<file path="config.mk">
export PLATFORM = sky130hd
export DESIGN_NAME = o_serializer
export DESIGN_NICKNAME = d
export VERILOG_FILES = /design/src/rtl/o_serializer.sv
export SDC_FILE = /design/constraint.sdc
export NUM_CORES = 1
export LEC_CHECK = 0
export ABC_AREA = 1
export CAP_MARGIN = 20
export CORE_MARGIN = 3
export CORE_UTILIZATION = 42
export CTS_CLUSTER_SIZE = 20
export DETAILED_ROUTE_END_ITERATION = 12
export GPL_TIMING_DRIVEN = 0
export PLACE_DENSITY = 0.72
export SLEW_MARGIN = 40
export SYNTH_ARGS = -nofsm -noshare
export SYNTH_HDL_FRONTEND = slang
export SYNTH_SLANG_ARGS = --single-unit
</file>
<file path="constraint.sdc">
create_clock -name C -period 1 [get_ports C]
set_input_delay 0.15 -clock C [delete_from_list [all_inputs] [get_ports C]]
set_output_delay 0.15 -clock C [all_outputs]
set_load 0.01 [all_outputs]
</file>
<file path="src/rtl/o_serializer.sv">
// o_serializer: parallel-to-serial shifter with valid/ready acceptance, clock enable and back-to-back streaming
// Ports:
//   C      posedge clock
//   R      asynchronous active-low reset
//   E      active-high clock enable; low freezes all state
//   D      parallel word, captured when VALID & READY at a posedge
//   VALID  D holds a word to send
//   READY  combinational: E & (idle | last bit on Q)
//   Q      registered serial data, IDLE_VALUE when no word is in flight
//   ACTIVE registered; Q carries a word bit
//   LAST   registered; Q carries the final bit of a word
module o_serializer #(
  parameter int WIDTH = 8,
  parameter bit MSB_FIRST = 1'b1,
  parameter bit IDLE_VALUE = 1'b0
) (
  input  logic             C,
  input  logic             R,
  input  logic             E,
  input  logic [WIDTH-1:0] D,
  input  logic             VALID,
  output logic             READY,
  output logic             Q,
  output logic             ACTIVE,
  output logic             LAST
);
  localparam int CW = $clog2(WIDTH);
  typedef enum logic {IDLE, SHIFT} state_t;
  // Declaration values give the reset state at power-up without R being pulsed.
  state_t           state    = IDLE;
  logic [CW-1:0]    cnt      = '0;
  logic [WIDTH-1:0] sr       = '0;
  logic             q_r      = IDLE_VALUE;
  logic             active_r = 1'b0;
  logic             last_r   = 1'b0;
  assign READY  = E & ((state == IDLE) | last_r);
  assign Q      = q_r;
  assign ACTIVE = active_r;
  assign LAST   = last_r;
  // sr holds the bits not yet on Q, already aligned so the next bit sits at the send end.
  always_ff @(posedge C or negedge R) begin
    if (!R) begin
      state    <= IDLE;
      cnt      <= '0;
      sr       <= '0;
      q_r      <= IDLE_VALUE;
      active_r <= 1'b0;
      last_r   <= 1'b0;
    end else if (E) begin
      if (READY && VALID) begin
        state    <= SHIFT;
        cnt      <= '0;
        q_r      <= MSB_FIRST ? D[WIDTH-1] : D[0];
        sr       <= MSB_FIRST ? D << 1 : D >> 1;
        active_r <= 1'b1;
        last_r   <= 1'b0;
      end else if (state == IDLE || last_r) begin
        state    <= IDLE;
        cnt      <= '0;
        q_r      <= IDLE_VALUE;
        active_r <= 1'b0;
        last_r   <= 1'b0;
      end else begin
        cnt    <= cnt + 1'b1;
        q_r    <= MSB_FIRST ? sr[WIDTH-1] : sr[0];
        sr     <= MSB_FIRST ? sr << 1 : sr >> 1;
        last_r <= (cnt == CW'(WIDTH - 2));
      end
    end
  end
endmodule

</file>
# After elaboration in Yosys (flattened, before gate mapping)
# Index checks and enable logic that the tools add are counted.
word_totals:
  register_bits: 14
  in_bits: 12
  out_inout_bits: 4
  word_cells: 26
op_classes:
  add_sub_neg: 1
  n_eq_ne: 2
  mux: 10
  n_bitwise: 3
  n_reduce_logical: 5
op_table:
  columns: ["op", "count"]
  rows:
  - ["$mux W8", 2]
  - ["$mux W1", 6]
  - ["$mux W3", 2]
  - ["$reduce_and A2 Y1", 2]
  - ["$add A3 B1 Y3 const B", 1]
  - ["$eq A3 B3 Y1 const B", 1]
  - ["$ne A2 B2 Y1 const B", 1]
  - ["$reduce_bool A2 Y1", 1]
  - ["$and A1 B1 Y1", 1]
  - ["$logic_and A1 B1 Y1", 1]
  - ["$logic_or A1 B1 Y1", 1]
  - ["$not A1 Y1", 1]
  - ["$or A1 B1 Y1", 1]

# Depth between registers and ports, before layout
depth:
  ltp_word: 6
  mapped_depth: 6
  ltp_nobuf: 6

# Worst setup path before layout
# Ideal clock, no wire load.
synth_timing:
  kind: "reg2reg"
  start: "register last_r (netlist: LAST)"
  end: "register sr[2]"
  setup_time_ps: 117
  t_arrival_ps: 949
  t_required_ps: 883
  setup_slack_ps: -66
  path_stages_with_launch: 7
  n_path_buf: 0
  period_less_slack_ps: 1066
  cell_sequence: "dfrtp_1 > inv_1 > nand2_1 > nand2_4 > nand2_1 > nand3_1 > nand2_1"
synth_via:
  elab_chain_cells: 5
  elab_cells_between_ends: 7
  cone_classes: "1 x eq/ne; 1 x mux; 2 x bitwise; 3 x reduce/logical"
synth_rtl:
  columns: ["element", "line", "source"]
  rows:
  - ["start: declaration", "35", "logic last_r = 1'b0;"]
  - ["start signal: assignment", "67", "last_r <= (cnt == CW'(WIDTH - 2));"]
  - ["$or A1 B1 Y1", "36", "assign READY = E & ((state == IDLE) | last_r);"]
  - ["$and A1 B1 Y1", "36", null]
  - ["$logic_and A1 B1 Y1", "50", "if (READY && VALID) begin"]
  - ["$ne A2 B2 Y1 (no source line)", null, null]
  - ["$reduce_and A2 Y1 (no source line)", null, null]
  - ["end signal: assignment", "54", "sr <= MSB_FIRST ? D << 1 : D >> 1;"]
  - ["end signal: assignment", "66", "sr <= MSB_FIRST ? sr << 1 : sr >> 1;"]
  - ["end: declaration", "32", "logic [WIDTH-1:0] sr = '0;"]
# Parallel ways exist; a longest one is shown, timed or not.
# A chain may end at the register's enable or synchronous reset.

==> results.txt <==
* Run status: finished with violations
- Violated checks: setup timing
- Total power consumption of the routed design: about 2.0 mW
- Setup violations remaining at the end of the flow were counted as 16.
- Reg-to-reg critical path startpoint: LAST
- Layout area overhead: 44.3%
* Placement row count: 13
- Total of warnings raised by yosys: 0
- Setup repair after global routing missed its margin: true
- WP buf/inv: 2
- The most critical setup path has its endpoint at READY.
- For met1 alone, demand over resource in global routing was 0.189.
- In this run the critical register-to-register path is captured at sr[5].
- For the worst setup path, the data required time is ~0.85 ns.
- Hold-fix buffer count after cts: 0
- The analysis attributes to cell leakage a power of 0.527 nW.
* Most frequent cells in the layout: nand2_1, inv_1, dfrtp_1, nand3_1, clkdlybuf4s50_1
* Total CTS buffers: 3
- In the final routed layout, each cell accounts on average for between 10 and 15 µm.
- The clock passes through at most 2 buffers.
- Netlist Area Pre-Place: between 600 and 700 µm²
- Drt first-iter violations: 11
* Worst path depth: 4
* Global-route wire length before repair: around 2300 µm
- Once routing completed, OpenROAD measured the worst setup slack at -0.184 ns.
* Master cell of the clock root buffer: clkbuf_4
* Final std cell area, no fill: roughly 990 µm²
* Count of filler cells inserted in the layout: approximately 110
* Instance count of the mapped netlist: a little under 90
- Across the VDD grid, the largest voltage drop is roughly 1.6 mV.
- Register area share after synthesis: 0.476
* Global-route usage over all layers: 0.157
- Cell type with the largest total area after synthesis: dfrtp_1
- Final-report max-slew violation count: 0
- In the global route stage, met3 resource usage came out at 0.0703.
* Initial antenna violation count: 0
- Along the worst path, the maximum fanout reaches 3.
* Max-Cap Viols: 0
- Entering global routing, the biggest net connects 14 pins.
- Minimum setup slack among reg-to-reg paths: -0.15 ns
- TritonCTS built the clock tree.
* Synth top area share: 0.476
- Counting flops and latches in the post-synthesis netlist gives 13.
- Final HPWL DP: about 1000 µm
* Width of the chip: ~46 µm
- Cell seen most often among critical-path stages: nor2_2
- Time the worst path needs with I/O delays and setup: 1.18 ns
- Synthesized Nets: between 100 and 150
* Top cells by area, synth: dfrtp_1, nand2_1, nand3_1, inv_1, ha_1
* Worst Hold Class: input pin to asynchronous set/reset pin
- The worst setup path is captured at an output pin.
* ANT nets after route: 0
- The signal on the critical path passes through inv_2, nor2_2, nor2_2, buf_2.
- Global placer's final weighted congestion: about 0.76
* Maximum cell stage delay along the critical path: around 0.41 ns
* Fraction of the cycle the final worst path needs: 1.18
- After detailed routing, the number of vias per cell comes to slightly below 5.
- The number of global-route vias before repair came to 575.
* Worst setup path class: flip-flop to output pin
- For this block, the routed nets add up to approximately 1500 µm of wire.
* Number of iterations in the first detailed-routing pass: 4
- STA classifies the critical path startpoint as a flip-flop.
- Routed vias: between 600 and 700
- In this run the number of H-tree levels came out at 1.
- Clock sink count: 13
- Core region area: 1420 µm²
- For this design the top-level I/O count stands at 16.
- For this configuration, the core starts out at a cell density of 0.483.
- The sequential cells in the finished layout cover a total of approximately 330 µm².
- In this run the worst setup path begins at ACTIVE.
- Once placement finished, the instance area stood at approximately 860 µm².
- Mean area per synthesized cell: about 7.8 µm²
- DIE HEIGHT: about 46 µm
- For the worst-skew pair, the clock arrives at the later sink with an insertion delay of around 0.28 ns.
* Area of the multi-input gates: between 300 and 400 µm²
- Most frequent standard cell in the layout excluding fill and tap cells: nand2_1
- PwrDens: roughly 2000 nW/µm²
* Worst path top cell family by delay: flip-flops
* CP Data Arrival Time: 1.03 ns
- Total number of nets in the final design: between 100 and 150
- The worst pin sits at a relative slew slack of 0.617.
* FMAX: 845 MHz
- For the pin with the worst max-slew slack, the measured transition is 0.572 ns.
- Cell variety after synth: 16
- The final hold violation count came to 0.
- Remaining global-route overflow: 0
- Total Die Area: ~2100 µm²
- In the final layout, the share of cells above drive strength 1 is 0.265.
* Utilization after layout: 0.697
- Setup Skew: 0.00714 ns
* Antenna diodes: 0
* Post-CTS clock slew at the launch and capture registers of the worst setup and hold paths: roughly 0.080 ns
- Cells on worst reg2reg path: 7
- Max stage delay cell, worst path: dfrtp_1
* Met2 track demand over resource in global routing: 0.239
- Input and output buffers added on the ports amount to 15.
- Most utilized layer in the global route result: met2
* Post-placement worst setup slack: -0.734 ns
- In the routed design, unresolved DRC markers number 0.
-- flip-flops by register name, summed over array words and instances (netlist names) --
| register | count |
|---|---|
| sr | 7 |
| LAST | 1 |
| cnt | 3 |
| ACTIVE | 1 |
| Q | 1 |
-- cell families after synthesis --
group | Yosys count | share of synthesized area
AO/OA/AOI/OAI | 6 | 0.0439
flip-flops | 13 | 0.476
buffers and inverters | 20 | 0.117
AND/OR/NAND/NOR | 47 | 0.326
adder cells (fa/ha/maj) | 2 | 0.0366
-- routing by layer --
layer,wire length (µm),vias up
met4,39,0
li1,-,330
met2,674,15
met1,680,284
met3,91,7
met5,0,-
-- worst register-to-register path, stage by stage, from the launching register on --
cell and delay [ns]:
dfrtp_1 0.41, buf_4 0.16, inv_6 0.08, nand3_4 0.11, nand2_8 0.12, inv_4 0.05
nand2_1 0.05, nand2_1 0.05
-- power by group --
part / internal, mW / total [mW] / switching (mW)
sequential: 0.710 / 0.826 / 0.116
combinational: 0.353 / 0.818 / 0.465
clock: 0.155 / 0.321 / 0.166
-- Yosys cell counts, drive strengths merged --
master	number
nand3	15
clkinv	1
nor2	2
nand2	28
and3	1
o21ai	5
a21oi	1
dfrtp	13
nor3	1
inv	19
ha	2
-- through the flow --
| step | TNS (ns) | instances | hold slack, ns |
|---|---|---|---|
| 3_5_place_dp | -4.78 | 118 | 0.469 |
| 5_1_grt | -2.82 | 128 | 0.270 |
| 4_1_cts | -1.42 | 126 | 0.255 |
| 6_report | -1.92 | 128 | 0.233 |
| 3_3_place_gp | -4.40 | 118 | 0.464 |
| 2_1_floorplan | 0 | 88 | -0.146 |
-- layout make-up --
cell class              instances  share of cell area
inverters                      20              0.0914
well taps                      15              0.0190
repair buffers                 21               0.184
multi-input cells              55               0.349
clock buffers                   4              0.0266
flip-flops and latches         13               0.330
-- timing repair --
| item | CTS | global route |
|---|---|---|
| endpoints found under the setup margin | 13 | 16 |
| pin swaps | 6 | 3 |
| setup buffers | 4 | 3 |
| resized for setup | 19 | 11 |
| endpoints found under the hold margin | 0 | 0 |
| cloned | 0 | 0 |
-- how the worst min path moves through the flow --
stage | cells past startpoint | to
after global placement | 2 | sr[4]
after global routing | 1 | cnt[2]
final | 1 | sr[2]
after CTS | 1 | sr[2]
after floorplan | 0 | ACTIVE
after detailed placement | 2 | sr[4]
No activity file was read; power rests on OpenSTA's default activity.
